==> src/rtl/wb_arbiter_if.sv <==
// ----------------------------------------------------------------------------
// wb_arbiter_if
// Purpose : Bundles the write-back request bus, the register-file write port
//           and the issue/scoreboard check signals of wb_arbiter.
// Signals :
//   i_req_valid  [NUM_REQ]      requester k has a write pending
//   i_req_addr   [5*NUM_REQ]    destination register of requester k
//   i_req_data   [DATA_W*NREQ]  write data of requester k
//   o_req_ready  [NUM_REQ]      one-hot grant
//   o_rd_addr/o_rd_data/o_rd_wren  registered register-file write port
//   i_issue_valid/i_issue_rd/i_issue_rd_we  issuing instruction
//   i_chk_rs1/i_chk_rs2         sources of the issuing instruction
//   o_stall                     issue must be held this cycle
// Modports: slave = arbiter side, master = execution units / issue side.
// ----------------------------------------------------------------------------
interface wb_arbiter_if #(
    parameter int NUM_REQ = 3,
    parameter int DATA_W  = 32
);
    logic [NUM_REQ-1:0]        i_req_valid;
    logic [5*NUM_REQ-1:0]      i_req_addr;
    logic [DATA_W*NUM_REQ-1:0] i_req_data;
    logic [NUM_REQ-1:0]        o_req_ready;
    logic [4:0]                o_rd_addr;
    logic [DATA_W-1:0]         o_rd_data;
    logic                      o_rd_wren;
    logic                      i_issue_valid;
    logic [4:0]                i_issue_rd;
    logic                      i_issue_rd_we;
    logic [4:0]                i_chk_rs1;
    logic [4:0]                i_chk_rs2;
    logic                      o_stall;

    modport slave (
        input  i_req_valid, i_req_addr, i_req_data,
        input  i_issue_valid, i_issue_rd, i_issue_rd_we, i_chk_rs1, i_chk_rs2,
        output o_req_ready, o_rd_addr, o_rd_data, o_rd_wren, o_stall
    );

    modport master (
        output i_req_valid, i_req_addr, i_req_data,
        output i_issue_valid, i_issue_rd, i_issue_rd_we, i_chk_rs1, i_chk_rs2,
        input  o_req_ready, o_rd_addr, o_rd_data, o_rd_wren, o_stall
    );
endinterface

==> src/rtl/wb_arbiter.sv <==
// ----------------------------------------------------------------------------
// wb_arbiter
// Purpose : Round-robin arbitration of NUM_REQ write-back sources onto the
//           single register-file write port, plus a per-register busy
//           scoreboard that stalls issue on RAW/WAW hazards until the pending
//           write has been presented to the register file.
// Ports   :
//   i_clk    clock, all state updates on the rising edge
//   i_reset  synchronous active-high reset
//   bus      wb_arbiter_if.slave (request bus, rd write port, issue checks)
// ----------------------------------------------------------------------------
module wb_arbiter #(
    parameter int NUM_REQ = 3,
    parameter int DATA_W  = 32
) (
    input  logic          i_clk,
    input  logic          i_reset,
    wb_arbiter_if.slave   bus
);
    localparam int PTR_W = (NUM_REQ > 1) ? $clog2(NUM_REQ) : 1;

    // Requester index base+off, wrapped modulo NUM_REQ.
    function automatic logic [PTR_W-1:0] f_wrap_idx(input logic [PTR_W-1:0] base,
                                                     input int off);
        int t;
        t = int'(base) + off;
        if (t >= NUM_REQ) t = t - NUM_REQ;
        return PTR_W'(t);
    endfunction

    // Pointer position just after the granted requester.
    function automatic logic [PTR_W-1:0] f_next_ptr(input logic [PTR_W-1:0] g);
        if (int'(g) == NUM_REQ - 1) return '0;
        return g + 1'b1;
    endfunction

    logic [PTR_W-1:0]   r_rr_ptr;
    logic [31:0]        r_busy;
    logic [4:0]         r_rd_addr_p1;
    logic [DATA_W-1:0]  r_rd_data_p1;
    logic               r_rd_wren_p1;

    logic               w_found;
    logic [PTR_W-1:0]   w_gidx;
    logic [PTR_W-1:0]   w_idx;
    logic [NUM_REQ-1:0] w_grant;
    logic [4:0]         w_sel_addr;
    logic [DATA_W-1:0]  w_sel_data;
    logic               w_stall;
    logic               w_set;
    logic [31:0]        w_busy_nxt;

    // Grant search: first valid requester starting at the round-robin pointer.
    // Reset masks the grant so no handshake completes while it is held.
    always_comb begin
        w_found = 1'b0;
        w_gidx  = '0;
        w_idx   = '0;
        w_grant = '0;
        for (int i = 0; i < NUM_REQ; i++) begin
            w_idx = f_wrap_idx(r_rr_ptr, i);
            if (!w_found && bus.i_req_valid[w_idx]) begin
                w_found = 1'b1;
                w_gidx  = w_idx;
            end
        end
        if (i_reset) w_found = 1'b0;
        for (int k = 0; k < NUM_REQ; k++) begin
            w_grant[k] = w_found && (int'(w_gidx) == k);
        end
    end

    assign w_sel_addr = bus.i_req_addr[int'(w_gidx)*5 +: 5];
    assign w_sel_data = bus.i_req_data[int'(w_gidx)*DATA_W +: DATA_W];

    // Hazard check; busy[0] is never set so x0 sources never stall.
    assign w_stall = !i_reset && bus.i_issue_valid &&
                     (r_busy[bus.i_chk_rs1] || r_busy[bus.i_chk_rs2] ||
                      (bus.i_issue_rd_we && r_busy[bus.i_issue_rd]));

    assign w_set = !i_reset && bus.i_issue_valid && bus.i_issue_rd_we &&
                   (bus.i_issue_rd != 5'd0) && !w_stall;

    // Clear first, then set, so a same-cycle set on the same register wins.
    always_comb begin
        w_busy_nxt = r_busy;
        if (r_rd_wren_p1) w_busy_nxt[r_rd_addr_p1] = 1'b0;
        if (w_set)        w_busy_nxt[bus.i_issue_rd] = 1'b1;
        w_busy_nxt[0] = 1'b0;
    end

    // Stage p1: register-file write port and arbitration/scoreboard state.
    always_ff @(posedge i_clk) begin
        if (i_reset) begin
            r_rr_ptr     <= '0;
            r_busy       <= '0;
            r_rd_wren_p1 <= 1'b0;
            r_rd_addr_p1 <= '0;
            r_rd_data_p1 <= '0;
        end else begin
            r_busy <= w_busy_nxt;
            if (w_found) begin
                r_rr_ptr     <= f_next_ptr(w_gidx);
                r_rd_addr_p1 <= w_sel_addr;
                r_rd_data_p1 <= w_sel_data;
                r_rd_wren_p1 <= (w_sel_addr != 5'd0);
            end else begin
                r_rd_wren_p1 <= 1'b0;
            end
        end
    end

    assign bus.o_req_ready = w_grant;
    assign bus.o_rd_addr   = r_rd_addr_p1;
    assign bus.o_rd_data   = r_rd_data_p1;
    assign bus.o_rd_wren   = r_rd_wren_p1;
    assign bus.o_stall     = w_stall;
endmodule

==> src/flat_wrapper.sv <==
// flat-port wrapper written by rule: the top's interface ports become plain ports
module wb_arbiter_flat 
#(
    parameter int NUM_REQ = 3,
    parameter int DATA_W  = 32
)
  (i_clk, i_reset, bus_i_req_valid, bus_i_req_addr, bus_i_req_data, bus_i_issue_valid, bus_i_issue_rd, bus_i_issue_rd_we, bus_i_chk_rs1, bus_i_chk_rs2, bus_o_req_ready, bus_o_rd_addr, bus_o_rd_data, bus_o_rd_wren, bus_o_stall);
  wb_arbiter_if #(.NUM_REQ(NUM_REQ), .DATA_W(DATA_W)) bus_i ();
  input  logic i_clk;
  input  logic i_reset;
  input wire logic [$bits(bus_i.i_req_valid)-1:0] bus_i_req_valid;
  input wire logic [$bits(bus_i.i_req_addr)-1:0] bus_i_req_addr;
  input wire logic [$bits(bus_i.i_req_data)-1:0] bus_i_req_data;
  input wire logic [$bits(bus_i.i_issue_valid)-1:0] bus_i_issue_valid;
  input wire logic [$bits(bus_i.i_issue_rd)-1:0] bus_i_issue_rd;
  input wire logic [$bits(bus_i.i_issue_rd_we)-1:0] bus_i_issue_rd_we;
  input wire logic [$bits(bus_i.i_chk_rs1)-1:0] bus_i_chk_rs1;
  input wire logic [$bits(bus_i.i_chk_rs2)-1:0] bus_i_chk_rs2;
  output wire logic [$bits(bus_i.o_req_ready)-1:0] bus_o_req_ready;
  output wire logic [$bits(bus_i.o_rd_addr)-1:0] bus_o_rd_addr;
  output wire logic [$bits(bus_i.o_rd_data)-1:0] bus_o_rd_data;
  output wire logic [$bits(bus_i.o_rd_wren)-1:0] bus_o_rd_wren;
  output wire logic [$bits(bus_i.o_stall)-1:0] bus_o_stall;
  assign bus_i.i_req_valid = bus_i_req_valid;
  assign bus_i.i_req_addr = bus_i_req_addr;
  assign bus_i.i_req_data = bus_i_req_data;
  assign bus_i.i_issue_valid = bus_i_issue_valid;
  assign bus_i.i_issue_rd = bus_i_issue_rd;
  assign bus_i.i_issue_rd_we = bus_i_issue_rd_we;
  assign bus_i.i_chk_rs1 = bus_i_chk_rs1;
  assign bus_i.i_chk_rs2 = bus_i_chk_rs2;
  assign bus_o_req_ready = bus_i.o_req_ready;
  assign bus_o_rd_addr = bus_i.o_rd_addr;
  assign bus_o_rd_data = bus_i.o_rd_data;
  assign bus_o_rd_wren = bus_i.o_rd_wren;
  assign bus_o_stall = bus_i.o_stall;
  wb_arbiter #(.NUM_REQ(NUM_REQ), .DATA_W(DATA_W)) u_core (.i_clk(i_clk), .i_reset(i_reset), .bus(bus_i));
endmodule
==> config.mk <==
export PLATFORM = sky130hd
export DESIGN_NAME = wb_arbiter_flat
export DESIGN_NICKNAME = d
export VERILOG_FILES = /design/src/rtl/wb_arbiter_if.sv /design/src/rtl/wb_arbiter.sv /design/src/flat_wrapper.sv
export SDC_FILE = /design/constraint.sdc
export NUM_CORES = 1
export LEC_CHECK = 0
export BUFFER_PORTS_ARGS = -buffer_cell sky130_fd_sc_hd__clkbuf_2
export CAP_MARGIN = 20
export CORE_MARGIN = 2
export CORE_UTILIZATION = 25
export CTS_BUF_LIST = sky130_fd_sc_hd__clkbuf_16
export CTS_CLUSTER_DIAMETER = 100
export DETAILED_ROUTE_END_ITERATION = 6
export PLACE_DENSITY = 0.52
export SETUP_SLACK_MARGIN = 0.05
export SLEW_MARGIN = 10
export SYNTH_ARGS = -nofsm -noshare
export SYNTH_HDL_FRONTEND = slang
export SYNTH_SLANG_ARGS = --single-unit
export TNS_END_PERCENT = 10
==> constraint.sdc <==
create_clock -name i_clk -period 3.1 [get_ports i_clk]
set_input_delay 0.155 -clock i_clk [delete_from_list [all_inputs] [get_ports i_clk]]
set_output_delay 0.155 -clock i_clk [all_outputs]
set_load 0.02 [all_outputs]
==> impl_results.md <==
* Total track usage at between 10% and 20%
* Peak supply drop at ~0.49 mV
* WHS at 0.0189 ns
* Initial DRC Count at 160
* Critical path cell sequence: inv_1 > ha_1 > mux2i_1 > nor2_1 > o31ai_2 > nand2_2 > buf_12 > nor4_1 > clkbuf_2
* Crit start category: flip-flop
* Maxcap violations at 0
* Routed WL at 15.1 mm
* Top Ports at roughly 180
* Max Slew Vio Count at 0
* Antenna diodes at 0
* Worst-Margin Slew at roughly 0.60 ns
* Mapped Area at 0.00456 mm^2
* Final setup margin at 0.274 ns
* Starting density of the core at 25.5%
* Tcrit/Tclk final at 91.2%
* Post-route setup TNS at 0 ns
* Sw Share at 42.4%
* Mapped Avg Cell Area at 8.59 um^2
* Status: complete, no violations
* Seq cells post-synth at 71
* Layout Skew at 0.00831 ns
* Initial antenna violation count at 0
* Setup slack, reg-to-reg at between 0.4 and 0.5 ns
* Fmax at 0.354 GHz
* Clk_lat worst skew at ~0.34 ns
* Slew margin rel. at 59.9%
* DP HPWL at ~11 mm
* Site Rows at 49
* Place WS at 0.429 ns
* First-pass GRT wire length at 24.6 mm
* CTS tree: done
* Routed vias/inst at 4.97
* Worst stage delay on the critical path at between 0.3 and 0.4 ns
* Power Dens Cells at 864 mW/mm^2
* Clk pwr share at 21.1%
* Most frequent cells in the layout: clkbuf_2 (174), dfxtp_1 (71), nand2_1 (67), a21oi_1 (42)
* RePlAce Congestion at between 0.7 and 0.8
* Worst-path maximum fanout at 27
* Net Switching at about 2.2 mW
* WL/cell at 16.4 um
* Hold Crit Class: in -> reg
* Final hold violation count at 0
* Delay-heaviest family, CP: simple AND/OR/NAND/NOR gates
* Area delta synth->final at 31.9%
* Number of remaining DRC errors at 0
* Leakage power at 2.55 nW
* Cells after Synth at approximately 530
* Via count at about 4600
* Port bufs at 174
* Core outline area at between 0.015 and 0.02 mm^2
* Number of global-route vias before repair at 4604
* Share of cells above drive strength 1 at around 34%
* Crit path required time at just under 3 ns
* CTS H-tree lvls at 3
* Sequential cell area fraction in the yosys report at 31.2%
* Seq pwr share at 26.7%
* Post-route ant nets at 0
* Crit path kind: reg -> out
* Clock Path Buffers at 2
* Int Power at 2.99 mW
* Largest net degree at the start of global routing at 50
* Synth Warn # at 0
* CTS Sinks at slightly above 70
* Unrepaired setup endpoints after global routing: true
* Library cells used by synthesis at 49
* Clk pin slew, worst setup/hold paths at 0.06 ns
* TritonCTS Buffers at 9
* Post-Syn Nets at 668
* Combinational power share at 52.2%
* Clock Root Buffer: clkbuf_16
* CP max stage cell: o31ai_2
* Most common cell after layout, fill and taps aside: clkbuf_2
* Die area at ~0.019 mm^2
* Total gr overflow at 0
* Die height at 139 um
* Final setup fails at 0
* Die Width at 139 um
* Setup crit end kind: output port
* Worst endpoint data arrival time at approximately 2.7 ns
* Nets at 826
* WP buf/inv at 3
* Tmin final at 2.83 ns
* First-pass DRT Iterations at 5
-- final timing paths --
path,startpoint,cells after the start,to
worst max-delay path,u_core.r_rr_ptr[1],9,bus_o_req_ready[2]
worst min-delay path,bus_i_req_data[12],3,u_core.bus.o_rd_data[12]
worst max register to register,u_core.r_rr_ptr[0],10,u_core.bus.o_rd_wren
worst min register to register,u_core.bus.o_rd_data[21],2,u_core.bus.o_rd_data[21]
-- kinds of logic (layout without fill, tap and decap cells) --
logic type	Yosys count	after routing	synth area share (%)
flip-flops	71	71	31.2
AO/OA/AOI/OAI	158	158	21.7
buffers and inverters	49	212	4.31
AND/OR/NAND/NOR	186	186	21.2
adder cells (fa/ha/maj)	4	4	1.10
multiplexers	63	63	20.5
-- cells in the mapped netlist (all sizes together) --
master    n  area (um^2)
dfxtp    71         1420
or3b      2         17.5
and3b     1         8.76
ha        4         50.1
or3       1         6.26
nand2b    5         31.3
mux2i    35          350
nor3      3         15.0
mux4     24          541
and3      1         6.26
a311oi    1         8.76
a31oi     2         12.5
o211ai    3         22.5
nor2     36          135
o32ai     1         8.76
a21oi    43          219
a221oi    1         8.76
o221ai    2         17.5
nand3     9         50.1
and4b     1         10.0
o41ai     1         8.76
a311o     1         10.0
o31ai     1         7.51
a211oi    1         7.51
clkbuf   28          105
or2       1         6.26
a2bb2oi   1         8.76
a41o      1         10.0
nand3b   26          203
o21ai    61          305
a21boi    1         7.51
nor4b     1         8.76
nor3b     4         30.0
and2      1         6.26
mux2      4         45.0
inv       9         33.8
a211o    26          228
o211a     1         10.0
nor2b    23          144
nor4      3         33.8
nand2    68          255
buf      12         57.6
a22o     10         87.6
-- through the flow --
step,instances,util [%],area [um^2],power [mW]
after global routing,923,33.6,6010,5.60
after detailed placement,903,31.7,5670,4.11
after floorplan,531,-,4560,3.25
after global placement,903,31.7,5670,4.13
after CTS,921,33.5,5990,5.26
final,923,33.6,6010,5.20
-- per-layer routing --
metal  vias to the layer above  global-route usage (%)  share of wire, %
met2                       178                    26.1                47
met4                         0                    4.78               1.8
met1                      2121                    19.4                43
met5                         -                       0                 0
met3                        19                    5.94               7.9
li1                       2272                       -                 -
-- tightest hold or removal path, cell delays in order --
cell and delay, ns:
clkbuf_2 0.08, nand2_1 0.03, o21ai_0 0.06
-- power by group through the flow --
stage          Combinational, mW  Sequential (mW)  Clock [mW]
2_1_floorplan               1.63             1.62           0
3_3_place_gp                2.72             1.41           0
3_5_place_dp                2.71             1.40           0
4_1_cts                     2.72             1.39        1.14
5_1_grt                     2.99             1.44        1.18
6_report                    2.71             1.39        1.10
-- sequential cells by signal, indices dropped and copies added (netlist names) --
register and cells:
u_core.r_rr_ptr 2, u_core.r_busy 31, u_core.bus.o_rd_data 32, u_core.bus.o_rd_addr 5, u_core.bus.o_rd_wren 1
-- area by class of cell --
type | instances | area (um^2)
inverters | 9 | 33.8
fillers | 1906 | 11900
multi-input cells | 411 | 2960
clock inverters | 7 | 78.8
well taps | 229 | 287
repair buffers | 187 | 1010
clock buffers | 9 | 225
flip-flops and latches | 71 | 1420
-- repair_timing --
action,4_1_cts,5_1_grt
endpoints found under the setup margin,0,2
hold endpoints to repair,2,0
hold buffers,2,0
resized for setup,0,1
setup buffers,0,2
Power figures use the tool's default switching activity.
